$ cat config.mk
export PLATFORM = sky130hd
export DESIGN_NAME = pipeline_hazard_ctrl_flat
export DESIGN_NICKNAME = d
export VERILOG_FILES = /design/src/rtl/pipeline_hazard_ctrl_pkg.sv /design/src/rtl/pipeline_hazard_ctrl_if.sv /design/src/rtl/pipeline_hazard_ctrl_cnt.sv /design/src/rtl/pipeline_hazard_ctrl.sv /design/src/flat_wrapper.sv
export SDC_FILE = /design/constraint.sdc
export NUM_CORES = 1
export LEC_CHECK = 0
export CORE_MARGIN = 8
export CORE_UTILIZATION = 49
export CTS_CLUSTER_DIAMETER = 200
export DETAILED_ROUTE_END_ITERATION = 10
export GPL_TIMING_DRIVEN = 0
export PLACE_DENSITY = 0.77
export RECOVER_POWER = 25
export SYNTH_ARGS = -nofsm -noshare
export SYNTH_HDL_FRONTEND = slang
export SYNTH_SLANG_ARGS = --single-unit
$ cat constraint.sdc
create_clock -name clk -period 4.9 [get_ports clk]
set_input_delay 0.98 -clock clk [delete_from_list [all_inputs] [get_ports clk]]
set_output_delay 0.98 -clock clk [all_outputs]
set_load 0.02 [all_outputs]
$ cat src/rtl/pipeline_hazard_ctrl_pkg.sv
// Shared definitions for the pipeline hazard controller.
//   REG_W   : width of an ID-stage source register index
//   WREG_W  : width of the EX-stage destination field (top code = no write)
//   NO_REG  : destination code meaning "instruction writes no register"
//   state_t : controller states
package pipeline_hazard_ctrl_pkg;

  localparam int REG_W  = 4;
  localparam int WREG_W = 5;
  localparam logic [WREG_W-1:0] NO_REG = 5'b11111;

  typedef enum logic [1:0] {
    RUN      = 2'd0,
    MEM_WAIT = 2'd1,
    FLUSH    = 2'd2
  } state_t;

endpackage

$ cat src/rtl/pipeline_hazard_ctrl_if.sv
// Hazard-controller signal bundle.
//   ID/EX/MEM status : id_readReg0/1, id_use0/1, ex_ReadMem, ex_writeReg,
//                      ex_redirect, mem_busy        (pipeline -> controller)
//   Pipeline control : hazard_detected, pc_write, if_flush, pipe_hold
//   Perf counters    : cycle_count, stall_count, flush_count (CNT_W bits)
// master = pipeline side, slave = controller side.
interface pipeline_hazard_ctrl_if #(
  parameter int CNT_W = 32
);
  import pipeline_hazard_ctrl_pkg::*;

  logic [REG_W-1:0]  id_readReg0;
  logic [REG_W-1:0]  id_readReg1;
  logic              id_use0;
  logic              id_use1;
  logic              ex_ReadMem;
  logic [WREG_W-1:0] ex_writeReg;
  logic              ex_redirect;
  logic              mem_busy;

  logic              hazard_detected;
  logic              pc_write;
  logic              if_flush;
  logic              pipe_hold;
  logic [CNT_W-1:0]  cycle_count;
  logic [CNT_W-1:0]  stall_count;
  logic [CNT_W-1:0]  flush_count;

  modport master (
    output id_readReg0, id_readReg1, id_use0, id_use1,
           ex_ReadMem, ex_writeReg, ex_redirect, mem_busy,
    input  hazard_detected, pc_write, if_flush, pipe_hold,
           cycle_count, stall_count, flush_count
  );

  modport slave (
    input  id_readReg0, id_readReg1, id_use0, id_use1,
           ex_ReadMem, ex_writeReg, ex_redirect, mem_busy,
    output hazard_detected, pc_write, if_flush, pipe_hold,
           cycle_count, stall_count, flush_count
  );

endinterface

$ cat src/rtl/pipeline_hazard_ctrl_cnt.sv
// Saturating up-counter used for the performance counters.
//   clk, rst : clock, async active-high reset (clears count)
//   en_i     : count this cycle
//   count_o  : current value; holds at all-ones
module hazard_cnt #(
  parameter int W = 32
) (
  input  logic         clk,
  input  logic         rst,
  input  logic         en_i,
  output logic [W-1:0] count_o
);

  logic [W-1:0] count_q;

  always_ff @(posedge clk or posedge rst) begin
    if (rst) begin
      count_q <= '0;
    end else if (en_i && (count_q != '1)) begin
      count_q <= count_q + W'(1);
    end
  end

  assign count_o = count_q;

endmodule

$ cat src/rtl/pipeline_hazard_ctrl.sv
// Pipeline hazard controller: load-use bubbles, branch/jump flush and
// memory-busy freeze, plus cycle/stall/flush performance counters.
//   clk, rst : clock, async active-high reset
//   hz       : slave side of pipeline_hazard_ctrl_if (status in, control
//              and counters out)
// Control outputs are combinational from state and the current inputs so
// that a load-use or memory stall takes effect in the cycle it is seen.
//
// state    | meaning
// RUN      | normal issue; load-use bubbles inserted in place
// MEM_WAIT | data memory busy, whole pipeline frozen
// FLUSH    | discarding wrong-path fetches after a redirect
module pipeline_hazard_ctrl
  import pipeline_hazard_ctrl_pkg::*;
#(
  parameter int FLUSH_CYCLES = 1,
  parameter int CNT_W        = 32
) (
  input  logic                    clk,
  input  logic                    rst,
  pipeline_hazard_ctrl_if.slave   hz
);

  // Remaining FLUSH-state cycles after the redirect cycle itself.
  localparam logic [2:0] FLUSH_RELOAD = 3'(FLUSH_CYCLES - 1);

  state_t     state_q, state_d;
  logic [2:0] fcnt_q, fcnt_d;

  logic lu;
  logic redirect_acc;
  logic pc_write_d, hazard_d, if_flush_d, pipe_hold_d;

  // Only the low REG_W bits name a register; NO_REG is excluded first.
  assign lu = hz.ex_ReadMem && (hz.ex_writeReg != NO_REG) &&
              ((hz.id_use0 && (hz.ex_writeReg[REG_W-1:0] == hz.id_readReg0)) ||
               (hz.id_use1 && (hz.ex_writeReg[REG_W-1:0] == hz.id_readReg1)));

  always_comb begin
    state_d      = state_q;
    fcnt_d       = fcnt_q;
    pc_write_d   = 1'b1;
    hazard_d     = 1'b0;
    if_flush_d   = 1'b0;
    pipe_hold_d  = 1'b0;
    redirect_acc = 1'b0;

    if (rst) begin
      // Keep the IF/ID latch at a bubble and the PC still during reset.
      pc_write_d = 1'b0;
      hazard_d   = 1'b1;
    end else begin
      case (state_q)
        // MEM_WAIT with mem_busy low releases in the same cycle, so it
        // behaves exactly like RUN; otherwise a freeze would last one
        // cycle longer than the memory stall.
        RUN, MEM_WAIT: begin
          if (hz.mem_busy) begin
            pipe_hold_d = 1'b1;
            pc_write_d  = 1'b0;
            state_d     = MEM_WAIT;
          end else if (hz.ex_redirect) begin
            if_flush_d   = 1'b1;
            hazard_d     = 1'b1;
            redirect_acc = 1'b1;
            fcnt_d       = FLUSH_RELOAD;
            state_d      = (FLUSH_CYCLES > 1) ? FLUSH : RUN;
          end else begin
            state_d = RUN;
            if (lu) begin
              hazard_d   = 1'b1;
              pc_write_d = 1'b0;
            end
          end
        end
        FLUSH: begin
          if (hz.mem_busy) begin
            pipe_hold_d = 1'b1;
            pc_write_d  = 1'b0;
          end else begin
            if_flush_d = 1'b1;
            hazard_d   = 1'b1;
            if (hz.ex_redirect) begin
              redirect_acc = 1'b1;
              fcnt_d       = FLUSH_RELOAD;
            end else if (fcnt_q <= 3'd1) begin
              fcnt_d  = '0;
              state_d = RUN;
            end else begin
              fcnt_d = fcnt_q - 3'd1;
            end
          end
        end
        default: begin
          state_d = RUN;
          fcnt_d  = '0;
        end
      endcase
    end
  end

  always_ff @(posedge clk or posedge rst) begin
    if (rst) begin
      state_q <= RUN;
      fcnt_q  <= '0;
    end else begin
      state_q <= state_d;
      fcnt_q  <= fcnt_d;
    end
  end

  assign hz.pc_write        = pc_write_d;
  assign hz.hazard_detected = hazard_d;
  assign hz.if_flush        = if_flush_d;
  assign hz.pipe_hold       = pipe_hold_d;

  hazard_cnt #(.W(CNT_W)) u_cycle_cnt (
    .clk     (clk),
    .rst     (rst),
    .en_i    (1'b1),
    .count_o (hz.cycle_count)
  );

  hazard_cnt #(.W(CNT_W)) u_stall_cnt (
    .clk     (clk),
    .rst     (rst),
    .en_i    (!pc_write_d),
    .count_o (hz.stall_count)
  );

  hazard_cnt #(.W(CNT_W)) u_flush_cnt (
    .clk     (clk),
    .rst     (rst),
    .en_i    (redirect_acc),
    .count_o (hz.flush_count)
  );

endmodule

$ cat src/flat_wrapper.sv
// flat-port wrapper written by rule: the top's interface ports become plain ports
module pipeline_hazard_ctrl_flat import pipeline_hazard_ctrl_pkg::*;
#(
  parameter int FLUSH_CYCLES = 1,
  parameter int CNT_W        = 32
)
  (clk, rst, hz_id_readReg0, hz_id_readReg1, hz_id_use0, hz_id_use1, hz_ex_ReadMem, hz_ex_writeReg, hz_ex_redirect, hz_mem_busy, hz_hazard_detected, hz_pc_write, hz_if_flush, hz_pipe_hold, hz_cycle_count, hz_stall_count, hz_flush_count);
  pipeline_hazard_ctrl_if #(.CNT_W(CNT_W)) hz_i ();
  input  logic clk;
  input  logic rst;
  input wire logic [$bits(hz_i.id_readReg0)-1:0] hz_id_readReg0;
  input wire logic [$bits(hz_i.id_readReg1)-1:0] hz_id_readReg1;
  input wire logic [$bits(hz_i.id_use0)-1:0] hz_id_use0;
  input wire logic [$bits(hz_i.id_use1)-1:0] hz_id_use1;
  input wire logic [$bits(hz_i.ex_ReadMem)-1:0] hz_ex_ReadMem;
  input wire logic [$bits(hz_i.ex_writeReg)-1:0] hz_ex_writeReg;
  input wire logic [$bits(hz_i.ex_redirect)-1:0] hz_ex_redirect;
  input wire logic [$bits(hz_i.mem_busy)-1:0] hz_mem_busy;
  output wire logic [$bits(hz_i.hazard_detected)-1:0] hz_hazard_detected;
  output wire logic [$bits(hz_i.pc_write)-1:0] hz_pc_write;
  output wire logic [$bits(hz_i.if_flush)-1:0] hz_if_flush;
  output wire logic [$bits(hz_i.pipe_hold)-1:0] hz_pipe_hold;
  output wire logic [$bits(hz_i.cycle_count)-1:0] hz_cycle_count;
  output wire logic [$bits(hz_i.stall_count)-1:0] hz_stall_count;
  output wire logic [$bits(hz_i.flush_count)-1:0] hz_flush_count;
  assign hz_i.id_readReg0 = hz_id_readReg0;
  assign hz_i.id_readReg1 = hz_id_readReg1;
  assign hz_i.id_use0 = hz_id_use0;
  assign hz_i.id_use1 = hz_id_use1;
  assign hz_i.ex_ReadMem = hz_ex_ReadMem;
  assign hz_i.ex_writeReg = hz_ex_writeReg;
  assign hz_i.ex_redirect = hz_ex_redirect;
  assign hz_i.mem_busy = hz_mem_busy;
  assign hz_hazard_detected = hz_i.hazard_detected;
  assign hz_pc_write = hz_i.pc_write;
  assign hz_if_flush = hz_i.if_flush;
  assign hz_pipe_hold = hz_i.pipe_hold;
  assign hz_cycle_count = hz_i.cycle_count;
  assign hz_stall_count = hz_i.stall_count;
  assign hz_flush_count = hz_i.flush_count;
  pipeline_hazard_ctrl #(.FLUSH_CYCLES(FLUSH_CYCLES), .CNT_W(CNT_W)) u_core (.clk(clk), .rst(rst), .hz(hz_i));
endmodule
==> out/results.tsv <==
metric	value	unit
antenna_left	0	
cp.required	3920	ps
synthesis.nets	441	
worst_slew_pin_slew	765.9	ps
grt_pass1_vias	3593	
yosys.area.top_type	dfrtp_1	
syn_area_per_cell	10.88	sq um
dr.pass1.iters	4	
antenna_cells	0	
hold_buffers	0	
cp-start-kind	input port	
finalPower	1.794	mW
ys.flop_type	dfrtp_1	
syn2layout_area_growth	34.42	%
finalCoreUtilization	0.6712	
multi_input_area	2074	sq um
placed_cell_area	5908	sq um
clock-sinks	96	
grt_overflow_total	0	
die_x	112.3	um
grt_usage	0.1721	
final_hold_viol_count	0	
drt_iter0_drc	133	
cts_tree	built	
timing.final.ws_setup	732.2	ps
rows	35	
post_cts_buffers	0	
cts_buffers	9	
min_period	4168	ps
dpl_worst_slack	740.1	ps
ys_warn_count	0	
synth.most_common_cell	dfrtp_1	
fin_skew	14.54	ps
ys_types	39	
place_inst	649	
die_y	112.3	um
ff_latch_area	2402	sq um
setup_violations	0	
p_leak	2.456	nW
synth_top_area_frac	0.5282	
wl_per_cell	16.26	um
clockBufferDepth	2	
synth_area_leaders	dfrtp_1, xnor2_1, xor2_1, nand3_1, nand4_1	
crit_chain	clkdlybuf4s50_1 -> xor2_1 -> nor4_1 -> a31oi_1 -> o31a_1 -> buf_6 -> clkdlybuf4s50_1	
num_vias	3618	
crit_path_max_fanout	10	
cts.repair.resized	0	
drive_above_1_share	0.06859	
vias_per_cell	5.441	
drc	0	
holdWs	500.4	ps
antenna_found_initial	0	
boundaryPins	120	
place_congestion	0.8476	
initial_core_util	0.4993	
synth_common_cells	dfrtp_1, xnor2_1, nand3_1	
path_class	input port to output port	
cp-end-kind	output port	
async_reset_ff_frac	1.000	
cts-root-buf	clkbuf_8	
grt_max_degree	51	
dp_hpwl	8199	um
slowest_stage	clkdlybuf4s50_1	
rsz0062_at_grt	false	
coreArea	9109	sq um
max_freq	0.2399	GHz
cap_violations	0	
path_common_cell	clkdlybuf4s50_1	
synth_edf_count	0	
clk_latency	350	ps
fin_crit_sh	0.8506	
synth_area	4548	sq um
cpPeakStageDelay	540	ps
power.density	293.4	nW/um^2
tns	0	ps
wirelength	10810	um
peakVddDrop	0.2280	mV
synthCells	418	
synth-seq-cells	96	
yosysSeqAreaShare	0.5282	
final_area	6113	sq um
arrival	3190	ps
die-area	12620	sq um
clk_pin_slew	100	ps
final.fill_count	717	
port_buffers	119	
nets	572	
worst_hold_path_type	register to register	
max_slew_margin	0.4847	
outcome	completed	
slew_viol_final	0	
htree_levels	3	
grt_pass1_wl	17950	um
fin_cells	665	
[report_power, final]
group	switching (mW)	leakage [nW]	internal [mW]	total, mW
Combinational	0.153	1.08	0.156	0.309
Clock	0.283	0.103	0.291	0.573
Sequential	0.0707	1.27	0.841	0.912
Total	0.506	2.46	1.29	1.79
[flip-flops by register name, indices dropped and copies added, names as in the netlist]
register and count:
u_core.u_flush_cnt.count_o 32, u_core.u_stall_cnt.count_o 32, u_core.u_cycle_cnt.count_o 32
[worst max-delay path: cells and delay by family]
| kind | cells | cell delay [ps] |
|---|---|---|
| buf+inv | 3 | 1170 |
| xor+xnor | 1 | 190 |
| simple gates | 1 | 330 |
| compound gates | 2 | 510 |
[kinds of logic (layout without fill, tap and decap cells)]
| family | count (synthesis) | count (layout) | synth area share |
|---|---|---|---|
| xor+xnor | 99 | 99 | 0.1906 |
| fa+ha+maj | 3 | 3 | 0.008254 |
| buf+inv | 12 | 148 | 0.01238 |
| mux | 3 | 3 | 0.007427 |
| simple gates | 189 | 189 | 0.2275 |
| compound gates | 16 | 16 | 0.02559 |
| flops | 96 | 96 | 0.5282 |
[layout make-up]
type | count | area share
flip-flops and latches | 96 | 0.3930
multi-input cells | 310 | 0.3393
inverters | 7 | 0.004707
well taps | 111 | 0.02272
clock buffers | 10 | 0.02088
repair buffers | 120 | 0.1993
clock inverters | 6 | 0.01515
plain buffers | 5 | 0.004912
[placed cells by master, fill, tap and decap left out, types with 2 or more instances in the layout]
master           synthesis  final
clkdlybuf4s50_1          0    118
dfrtp_1                 96     96
xnor2_1                 72     72
nand3_1                 46     46
nand2_1                 38     38
nand4_1                 28     28
xor2_1                  27     27
nor2_1                  23     23
and3_1                  11     11
nor3_1                  11     11
clkbuf_8                 0      9
nor4_1                   6      7
and4_1                   6      6
inv_1                    7      6
and3_2                   5      5
o21ai_0                  4      4
a21oi_1                  3      3
mux2_2                   3      3
buf_2                    3      3
ha_1                     3      3
o31a_1                   2      2
nor2b_1                  2      2
and2_1                   2      2
a31oi_1                  2      2
bufinv_16                0      2
clkinvlp_4               0      2
[worst paths after layout]
path	startpoint	to	slack, ps	cells after the start
min reg2reg	u_core.u_flush_cnt.count_o[14]	u_core.u_flush_cnt.count_o[14]	500	1
max in group asynchronous	rst	u_core.u_flush_cnt.count_o[0]	3020	3
min	u_core.u_flush_cnt.count_o[14]	u_core.u_flush_cnt.count_o[14]	500	1
max	hz_ex_writeReg[1]	hz_pc_write	730	7
min in group asynchronous	rst	u_core.u_stall_cnt.count_o[22]	1220	2
max reg2reg	u_core.u_cycle_cnt.count_o[3]	u_core.u_cycle_cnt.count_o[30]	2450	6
[routing by layer]
layer	up-vias	global-route usage	wire length, um
li1	1729	-	-
met1	1775	0.2177	4781
met2	100	0.2818	5282
met3	14	0.04026	590
met4	0	0.06205	157
met5	-	0	0
No activity file was read; power rests on OpenSTA's default activity.
